File: src/rtl/uart_deframe_fifo.sv
// uart_deframe_fifo
// -----------------------------------------------------------------------------
// UART receive deframer with frame checking and output buffering.
// A completed serial frame (data_parll, qualified by receive_flag) is split
// into start / data / parity / stop fields. Parity and framing are checked,
// and {framing_err, parity_err, data} is queued in a DEPTH-entry FIFO that a
// consumer drains with a valid/ready handshake.
//
// Frame layout (LSB first on the wire):
//   bit 0                 start bit (must be 0)
//   [DATA_W:1]            data, LSB first
//   [DATA_W+1]            parity bit (only when PARITY_EN=1)
//   top STOP_W bits       stop bits (must all be 1)
//
// Ports:
//   clk              clock, rising edge
//   rst              synchronous active-high reset; flushes the FIFO
//   receive_flag     one-cycle pulse, data_parll holds a complete frame
//   data_parll       parallel frame from the shift stage
//   out_ready        consumer accepts the head entry
//   out_valid        FIFO non-empty
//   data_out         head entry data
//   parity_err       head entry parity mismatch
//   framing_err      head entry start!=0 or any stop!=1
//   done_flag        one-cycle pulse, a frame was written into the FIFO
//   overrun          one-cycle pulse, a frame was dropped (FIFO full)
//   level            current occupancy, 0..DEPTH
//   parity_err_cnt   saturating count of queued frames with parity errors
//   framing_err_cnt  saturating count of queued frames with framing errors
//   overrun_cnt      saturating count of dropped frames
//
// Optional feature: define UART_DEFRAME_ERRCNT_EN to build the three 16-bit
// error counters. Without it the counter ports are tied to 0.
// -----------------------------------------------------------------------------
module uart_deframe_fifo #(
  parameter int DATA_W     = 8,
  parameter int PARITY_EN  = 1,
  parameter int PARITY_ODD = 0,
  parameter int STOP_W     = 1,
  parameter int DEPTH      = 4,
  localparam int FRAME_W   = 1 + DATA_W + PARITY_EN + STOP_W,
  localparam int CNT_W     = $clog2(DEPTH) + 1
) (
  input  logic               clk,
  input  logic               rst,
  input  logic               receive_flag,
  input  logic [FRAME_W-1:0] data_parll,
  input  logic               out_ready,
  output logic               out_valid,
  output logic [DATA_W-1:0]  data_out,
  output logic               parity_err,
  output logic               framing_err,
  output logic               done_flag,
  output logic               overrun,
  output logic [CNT_W-1:0]   level,
  output logic [15:0]        parity_err_cnt,
  output logic [15:0]        framing_err_cnt,
  output logic [15:0]        overrun_cnt
);

  localparam int PTR_W = $clog2(DEPTH);
  localparam int ENT_W = DATA_W + 2;
  localparam logic [CNT_W-1:0] LEVEL_FULL = CNT_W'(DEPTH);

  // ---------------------------------------------------------------------------
  // Field split and checks
  // ---------------------------------------------------------------------------
  logic              start_bit;
  logic [DATA_W-1:0] rx_data;
  logic [STOP_W-1:0] stop_bits;
  logic              par_bit;
  logic              par_calc;
  logic              rx_parity_err;
  logic              rx_framing_err;

  assign start_bit = data_parll[0];
  assign rx_data   = data_parll[DATA_W:1];
  assign stop_bits = data_parll[FRAME_W-1 -: STOP_W];

  // Without a parity bit the position above the data belongs to the stop
  // field, so it must not be read as parity.
  generate
    if (PARITY_EN != 0) begin : g_par
      assign par_bit = data_parll[DATA_W+1];
    end else begin : g_nopar
      assign par_bit = 1'b0;
    end
  endgenerate

  assign par_calc       = (^rx_data) ^ 1'(PARITY_ODD);
  assign rx_parity_err  = (PARITY_EN != 0) && (par_calc != par_bit);
  assign rx_framing_err = start_bit | ~(&stop_bits);

  // ---------------------------------------------------------------------------
  // FIFO control
  // ---------------------------------------------------------------------------
  logic [ENT_W-1:0] mem_q [DEPTH];
  logic [ENT_W-1:0] wr_ent_d;
  logic [PTR_W-1:0] wr_ptr_q, wr_ptr_d;
  logic [PTR_W-1:0] rd_ptr_q, rd_ptr_d;
  logic [CNT_W-1:0] level_q, level_d;
  logic             done_q, done_d;
  logic             overrun_q, overrun_d;
  logic             full;
  logic             empty;
  logic             pop;
  logic             push;

  always_comb begin
    full      = (level_q == LEVEL_FULL);
    empty     = (level_q == '0);
    pop       = ~empty & out_ready;
    // A pop in the same cycle frees the slot, so a full FIFO still accepts.
    push      = receive_flag & (~full | pop);
    wr_ent_d  = {rx_framing_err, rx_parity_err, rx_data};
    wr_ptr_d  = push ? wr_ptr_q + PTR_W'(1) : wr_ptr_q;
    rd_ptr_d  = pop  ? rd_ptr_q + PTR_W'(1) : rd_ptr_q;
    level_d   = level_q;
    case ({push, pop})
      2'b10:   level_d = level_q + CNT_W'(1);
      2'b01:   level_d = level_q - CNT_W'(1);
      default: level_d = level_q;
    endcase
    done_d    = push;
    overrun_d = receive_flag & full & ~pop;
  end

  always_ff @(posedge clk) begin
    if (rst) begin
      wr_ptr_q  <= '0;
      rd_ptr_q  <= '0;
      level_q   <= '0;
      done_q    <= 1'b0;
      overrun_q <= 1'b0;
    end else begin
      wr_ptr_q  <= wr_ptr_d;
      rd_ptr_q  <= rd_ptr_d;
      level_q   <= level_d;
      done_q    <= done_d;
      overrun_q <= overrun_d;
    end
  end

  // Storage is not reset; only the pointers and occupancy define validity.
  always_ff @(posedge clk) begin
    if (!rst && push) begin
      mem_q[wr_ptr_q] <= wr_ent_d;
    end
  end

  logic [ENT_W-1:0] head;
  assign head        = mem_q[rd_ptr_q];
  assign data_out    = head[DATA_W-1:0];
  assign parity_err  = head[DATA_W];
  assign framing_err = head[DATA_W+1];
  assign out_valid   = ~empty;
  assign level       = level_q;
  assign done_flag   = done_q;
  assign overrun     = overrun_q;

  // ---------------------------------------------------------------------------
  // Optional error counters (saturate at 0xFFFF)
  // ---------------------------------------------------------------------------
`ifdef UART_DEFRAME_ERRCNT_EN
  logic [15:0] perr_cnt_q, perr_cnt_d;
  logic [15:0] ferr_cnt_q, ferr_cnt_d;
  logic [15:0] ovr_cnt_q,  ovr_cnt_d;

  always_comb begin
    perr_cnt_d = perr_cnt_q;
    ferr_cnt_d = ferr_cnt_q;
    ovr_cnt_d  = ovr_cnt_q;
    if (push && rx_parity_err && (perr_cnt_q != 16'hFFFF)) begin
      perr_cnt_d = perr_cnt_q + 16'd1;
    end
    if (push && rx_framing_err && (ferr_cnt_q != 16'hFFFF)) begin
      ferr_cnt_d = ferr_cnt_q + 16'd1;
    end
    if (overrun_d && (ovr_cnt_q != 16'hFFFF)) begin
      ovr_cnt_d = ovr_cnt_q + 16'd1;
    end
  end

  always_ff @(posedge clk) begin
    if (rst) begin
      perr_cnt_q <= '0;
      ferr_cnt_q <= '0;
      ovr_cnt_q  <= '0;
    end else begin
      perr_cnt_q <= perr_cnt_d;
      ferr_cnt_q <= ferr_cnt_d;
      ovr_cnt_q  <= ovr_cnt_d;
    end
  end

  assign parity_err_cnt  = perr_cnt_q;
  assign framing_err_cnt = ferr_cnt_q;
  assign overrun_cnt     = ovr_cnt_q;
`else
  assign parity_err_cnt  = 16'd0;
  assign framing_err_cnt = 16'd0;
  assign overrun_cnt     = 16'd0;
`endif

endmodule

File: config.mk
export PLATFORM = sky130hd
export DESIGN_NAME = uart_deframe_fifo
export DESIGN_NICKNAME = d
export VERILOG_FILES = /design/src/rtl/uart_deframe_fifo.sv
export SDC_FILE = /design/constraint.sdc
export NUM_CORES = 1
export LEC_CHECK = 0
export BUFFER_PORTS_ARGS = -buffer_cell sky130_fd_sc_hd__buf_2
export CAP_MARGIN = 20
export CELL_PAD_IN_SITES_DETAIL_PLACEMENT = 1
export CELL_PAD_IN_SITES_GLOBAL_PLACEMENT = 2
export CORE_ASPECT_RATIO = 0.8
export CORE_MARGIN = 1.5
export CORE_UTILIZATION = 33
export CTS_CLUSTER_DIAMETER = 200
export DETAILED_ROUTE_END_ITERATION = 12
export MAX_ROUTING_LAYER = met4
export PLACE_DENSITY = 0.81
export RECOVER_POWER = 50
export SLEW_MARGIN = 0
export SYNTH_ARGS = -nofsm -noshare
export SYNTH_HDL_FRONTEND = slang
export SYNTH_SLANG_ARGS = --single-unit
File: constraint.sdc
create_clock -name clk -period 2.3 [get_ports clk]
set_input_delay 0.345 -clock clk [delete_from_list [all_inputs] [get_ports clk]]
set_output_delay 0.345 -clock clk [all_outputs]
set_load 0.02 [all_outputs]
==> out/results.ini, run 1 <==
[status]
status=finished, final reports clean

[grt]
grt_usage_pct=11.1
overflow=0
grt_pass1_wl_mm=6.53
grt_pass1_vias=1243
grt_max_degree=16
antenna_found_initial=0

[job]
max_cap_violations=0

[route]
wl_per_cell_um=13.9
via_per_inst=4.22
vias=1275
drc_errors=0
first_pass_iters=4
ant_nets=0
drt_iter0_markers=10
routed_wl_mm=4.20

[cts]
cts_buffers=5
clock_latency_ps=300
cts.htree.levels=2
cts_tree=done
clk_pin_slew_ps=90
cts_buffer_depth=2
hold_buffers=0
post_cts_resized=0
cts_setup_buffers=0
cts.sinks=51
cts_root_buffer=clkbuf_8

[die]
dieWidth_um=100
start_util_pct=34.0
io_pins=79
rows=28
dieArea_um2=8120
coreArea_um2=7360
die_h_um=80.9

[min_path]
hp-class=primary input to flop
min-delay-start=rst

[power_and_ir_drop]
p_per_area_nw_per_um2=769
peakVddDrop_mv=0.246
power.leakage_nw=0.980

[finish]
fin_nets=232
diodes=0
area_delta_synth_final_pct=4.80
multi_input_area_um2=820
nFillCells=804
drive_above_1_share_pct=18.9
seq_area_um2=1420

[logic_synthesis]
syn_inst=180
synthTopCellsByCount=49 x buf_4, 40 x edfxtp_1, 11 x dfxtp_1
synth_edf_count=40
synthDistinctLibCells=33
yosysMostFrequentCell=buf_4
avgSynthCellArea_um2=13.9
ys_seq_elements=51
yosysSeqAreaShare_pct=56.8
yosysTopAreaCell=edfxtp_1
yosys_most_used_dff=edfxtp_1
ys_top_cells_by_area=edfxtp_1 48%, buf_4 15%, mux4_2 9.0%
netlist_area_um2=2500
synth_top_area_share_pct=48.0
async_reset_ff_share_pct=0
yosysWarnings=0

[placed_design]
dp_slack_ps=481
numPortBuffers=30
dpl.hpwl_mm=3.12
gp_congestion=0.765

[timing]
finalSetupTns_ps=0
maxSlewViolCount=0
hold_slack_ps=341
relSlewSlack_pct=64.2
setup_viol=0
period_needed_ps=1910
finalWorstSetupSlack_ps=388
tightest_slew_ps=536
hold_violations=0
rsz0062_at_grt=false
min_period_over_period_pct=83.1
fin_worst_skew_ps=8.45
fmax_mhz=523

[critical_path]
arrival_ps=1570
timing_worst_setup_path_type=flop to primary output
r2r-start=level[2]
startpoint_type=flop
worstPathMaxFanout=10
required_ps=1960
endpoint_kind=primary output
reg2reg_slack_ps=490

worst max-delay path, stage by stage (launching register included):
cell     delay (ps)
dfxtp_1         320
buf_4           230
mux4_2          540
buf_2           180
worst paths after layout:
check | to | depth (start not counted)
hold reg to reg | wr_ptr_q[1] | 2
hold / removal | level[0] | 2
setup reg to reg | mem_q[2][7] | 3
setup / recovery | data_out[7] | 3
metal layers:
metal | wire, um | track usage [%] | vias up
li1 | - | - | 602
met4 | 44 | 3.80 | 0
met1 | 1860 | 13.3 | 635
met2 | 2110 | 18.4 | 33
met3 | 183 | 3.10 | 5
met5 | 0 | - | -
report_power, final:
group          internal [W]  switching (W)  total (W)
combinational      0.000162       0.000281   0.000442
clock              0.000209       0.000282   0.000491
sequential          0.00105      0.0000391    0.00109
total               0.00142       0.000602    0.00202
state kept, by name (all words and copies together), names as in the netlist, named ones only:
| signal | count |
|---|---|
| done_flag | 1 |
| level | 3 |
| mem_q | 40 |
| overrun | 1 |
| rd_ptr_q | 2 |
| wr_ptr_q | 2 |
layout make-up:
cell class / count / share of cell area (%)
repair buffers: 34 / 6.29
inverters: 6 / 0.858
flip-flops and latches: 51 / 54.2
multi-input cells: 114 / 31.2
clock inverters: 2 / 0.525
clock buffers: 5 / 2.62
well taps: 90 / 4.29
kinds of logic (layout without fill, tap and decap cells):
family	count (synthesis)	count (layout)	synth area share, %
buffers and inverters	62	47	17.1
AOI/OAI and AO/OA	14	14	3.60
adders and majority gates	5	5	2.80
other	1	48	0.150
xor gates and xnor gates	11	11	4.40
muxes	10	10	9.00
DFF	51	51	56.8
and+or+nand+nor	26	26	6.15
cell usage in the layout, fill, tap and decap left out, drive strengths merged:
master   instances
o211ai           1
inv              6
dfxtp           11
clkbuf          17
mux4            10
o31ai            1
or2              1
a31oi            1
nand3            5
a21oi            4
xnor2            6
nor2             7
edfxtp          40
conb            48
nand3b           1
nor4b            1
xnor3            1
o21bai           1
o21ai            3
buf             22
nand2            1
ha               4
xor2             4
fa               1
clkinv           2
o311ai           1
and2             4
or3              2
or4b             1
nand2b           3
o2111ai          2
per-stage QoR:
stage               power [W]  utilization (%)  cell area [um2]  instances
finish                0.00202             35.7             2620        302
global route          0.00212             35.7             2620        302
CTS                   0.00206             36.0             2650        302
detailed placement    0.00157             34.9             2570        295
global placement      0.00155             34.9             2570        295
floorplan             0.00151                -             2680        227
Power figures use the tool's default switching activity.
==> run 2, diff against run 1 <==
==> constraint.sdc (replaced) <==
create_clock -name clk -period 1.95 [get_ports clk]
set_input_delay 0.2925 -clock clk [delete_from_list [all_inputs] [get_ports clk]]
set_output_delay 0.2925 -clock clk [all_outputs]
set_load 0.02 [all_outputs]
==> run 2 against run 1 <==
Critical path depth fell by 1. Clock skew fell by 4.5 ps. Non-clock buffer count rose by 3. Critical path type unchanged. Highest routed layer unchanged.
==> out/results.ini, run 2 (synthesized netlist as in run 1, its figures left out) <==
[finish]
final_cell_mix=48 x conb_1, 40 x edfxtp_1, 18 x buf_2, 12 x clkbuf_1, 11 x dfxtp_1
area_delta_synth_final_pct=7.40
drive_above_1_share_pct=20.4  ; +1.5 points
diodes=0  ; unchanged
largest-register=mem_q
final_common_cell=conb_1
layout.cells.non_filler=306  ; +1.3%
design_area_um2=2690  ; +2.5%
fin_nets=235  ; +1.3%
largest_reg_flops=40  ; unchanged

[critical_path]
reg2reg_slack_ps=180  ; -310 ps
arrival_ps=1530  ; -40 ps
required_ps=1660  ; -300 ps
timing_worst_setup_path_type=flop to primary output
crit_slowest_cell=dfxtp_1
path_cells=mux4_2 -> buf_2
startpoint_type=flop
slowest_delay_ps=650  ; +110 ps
worstPathMaxFanout=10  ; unchanged
r2r-start=level[1]
crit_path_end=framing_err
endpoint_kind=primary output
r2r-end=level[2]
worstRegToRegCells=6  ; +3

[timing]
finalSetupTns_ps=0  ; unchanged
setup_viol=0  ; unchanged
maxSlewViolCount=0  ; unchanged
finalWorstSetupSlack_ps=129  ; -259 ps
hold_violations=0  ; unchanged
fin_worst_skew_ps=3.95  ; -4.51 ps
min_period_over_period_pct=93.4
period_needed_ps=1820
fmax_mhz=549
tightest_slew_ps=518  ; -18.3 ps
relSlewSlack_pct=65.4  ; +1.2 points
rsz0062_at_grt=false

[die]
start_util_pct=34.0  ; unchanged
die_h_um=80.9  ; unchanged
rows=28  ; unchanged
dieWidth_um=100  ; unchanged
io_pins=79  ; unchanged
coreArea_um2=7360  ; unchanged
dieArea_um2=8120  ; unchanged

[power_and_ir_drop]
peakVddDrop_mv=0.465  ; +89%
total_power_w=0.00257  ; +27%
power.leakage_nw=1.01  ; +3.5%
pwr-share-comb_pct=20.6  ; -1.3 points
pwr-share-seq_pct=49.7  ; -4.1 points
p_per_area_nw_per_um2=956  ; +24%
switching_share_pct=27.9  ; -1.9 points
clockPowerShare_pct=29.7  ; +5.4 points
p_int_w=0.00185  ; +31%
p_sw_w=0.000718  ; +19%

[cts]
cts_buffers=5  ; unchanged
clock_latency_ps=300  ; about the same
cts.htree.levels=2  ; unchanged
clk_pin_slew_ps=90  ; about the same
cts_buffer_depth=2  ; unchanged
cts_tree=done
cts_root_buffer=clkbuf_8
hold_buffers=0  ; unchanged
cts.sinks=51  ; unchanged

[placed_design]
place_area_um2=2590  ; +0.88%
dp_slack_ps=166  ; -315 ps
dp_cells=298  ; +1.0%
dpl.hpwl_mm=3.03  ; -2.8%
numPortBuffers=30  ; unchanged
gp_congestion=0.780  ; +2.0%

[grt]
overflow=0  ; unchanged
grt_max_degree=17  ; +1
antenna_found_initial=0  ; unchanged
grt_usage_pct=11.1  ; -0.019 points
grt_pass1_wl_mm=6.49  ; -0.64%
grt_pass1_vias=1284  ; +3.3%

[job]
max_cap_violations=0  ; unchanged

[status]
status=finished, final reports clean

[route]
via_per_inst=4.20  ; -0.61%
routed_wl_mm=4.07  ; -3.1%
drc_errors=0  ; unchanged
wl_per_cell_um=13.3  ; -4.4%
ant_nets=0  ; unchanged
first_pass_iters=4  ; unchanged
drt_iter0_markers=23  ; +13
vias=1284  ; +0.71%

[min_path]
hp-class=primary input to flop
min-delay-start=rst

run 2: changes by cell type in the layout (fill, tap and decap cells not counted), sizes merged:
cell / previous run / this run
bufinv: 0 / 1
inv: 6 / 7
buf: 22 / 25
clkbuf: 17 / 18
clkinv: 2 / 0
run 2: final cells by class:
type | instances | area (um2)
Fill cell | 807 | 4670
Sequential cell | 51 | 1420
Multi-Input combinational cell | 114 | 820
Timing Repair Buffer | 37 | 191
Tap cell | 90 | 113
Clock buffer | 6 | 82.6
Clock inverter | 2 | 38.8
Inverter | 6 | 22.5
run 2: repair_timing:
| item | 4_1_cts | 5_1_grt |
|---|---|---|
| setup buffers | 0 | 0 |
| endpoints found under the setup margin | 0 | 2 |
| endpoints found under the hold margin | 0 | 0 |
| gates resized for setup | 0 | 1 |
run 2: layer usage:
| metal | global-route usage (%) | wire length [um] |
|---|---|---|
| met2 | 18.6 | 1980 |
| met5 | - | 0 |
| met4 | 3.80 | 49 |
| met1 | 13.1 | 1840 |
| met3 | 3.01 | 191 |
run 2: power by group through the flow:
stage               clock, W  combinational, W  sequential, W
floorplan                  0          0.000494        0.00129
global placement           0          0.000535        0.00130
detailed placement         0          0.000544        0.00130
CTS                 0.000789          0.000545        0.00128
global route        0.000846          0.000586        0.00128
finish              0.000764          0.000531        0.00128
run 2: how the worst min path moves through the flow:
stage	to	slack (ps)	depth (start not counted)
after CTS	mem_q[0][3]	220	1
after global placement	wr_ptr_q[0]	510	2
after detailed placement	rd_ptr_q[0]	530	2
final	level[0]	280	2
after floorplan	mem_q[0][0]	390	0
after global routing	level[0]	280	2
run 2: metrics by stage:
stage	hold slack, ps	utilization [%]
after floorplan	391	-
after global placement	507	35.2
after detailed placement	529	35.2
after CTS	219	36.8
after global routing	279	36.5
final	279	36.5
run 2: critical path: cells and delay by family, from the launching register on:
family	cells	cell delay (ps)
buffers and inverters	1	180
multiplexers	1	400
flip-flops	1	650
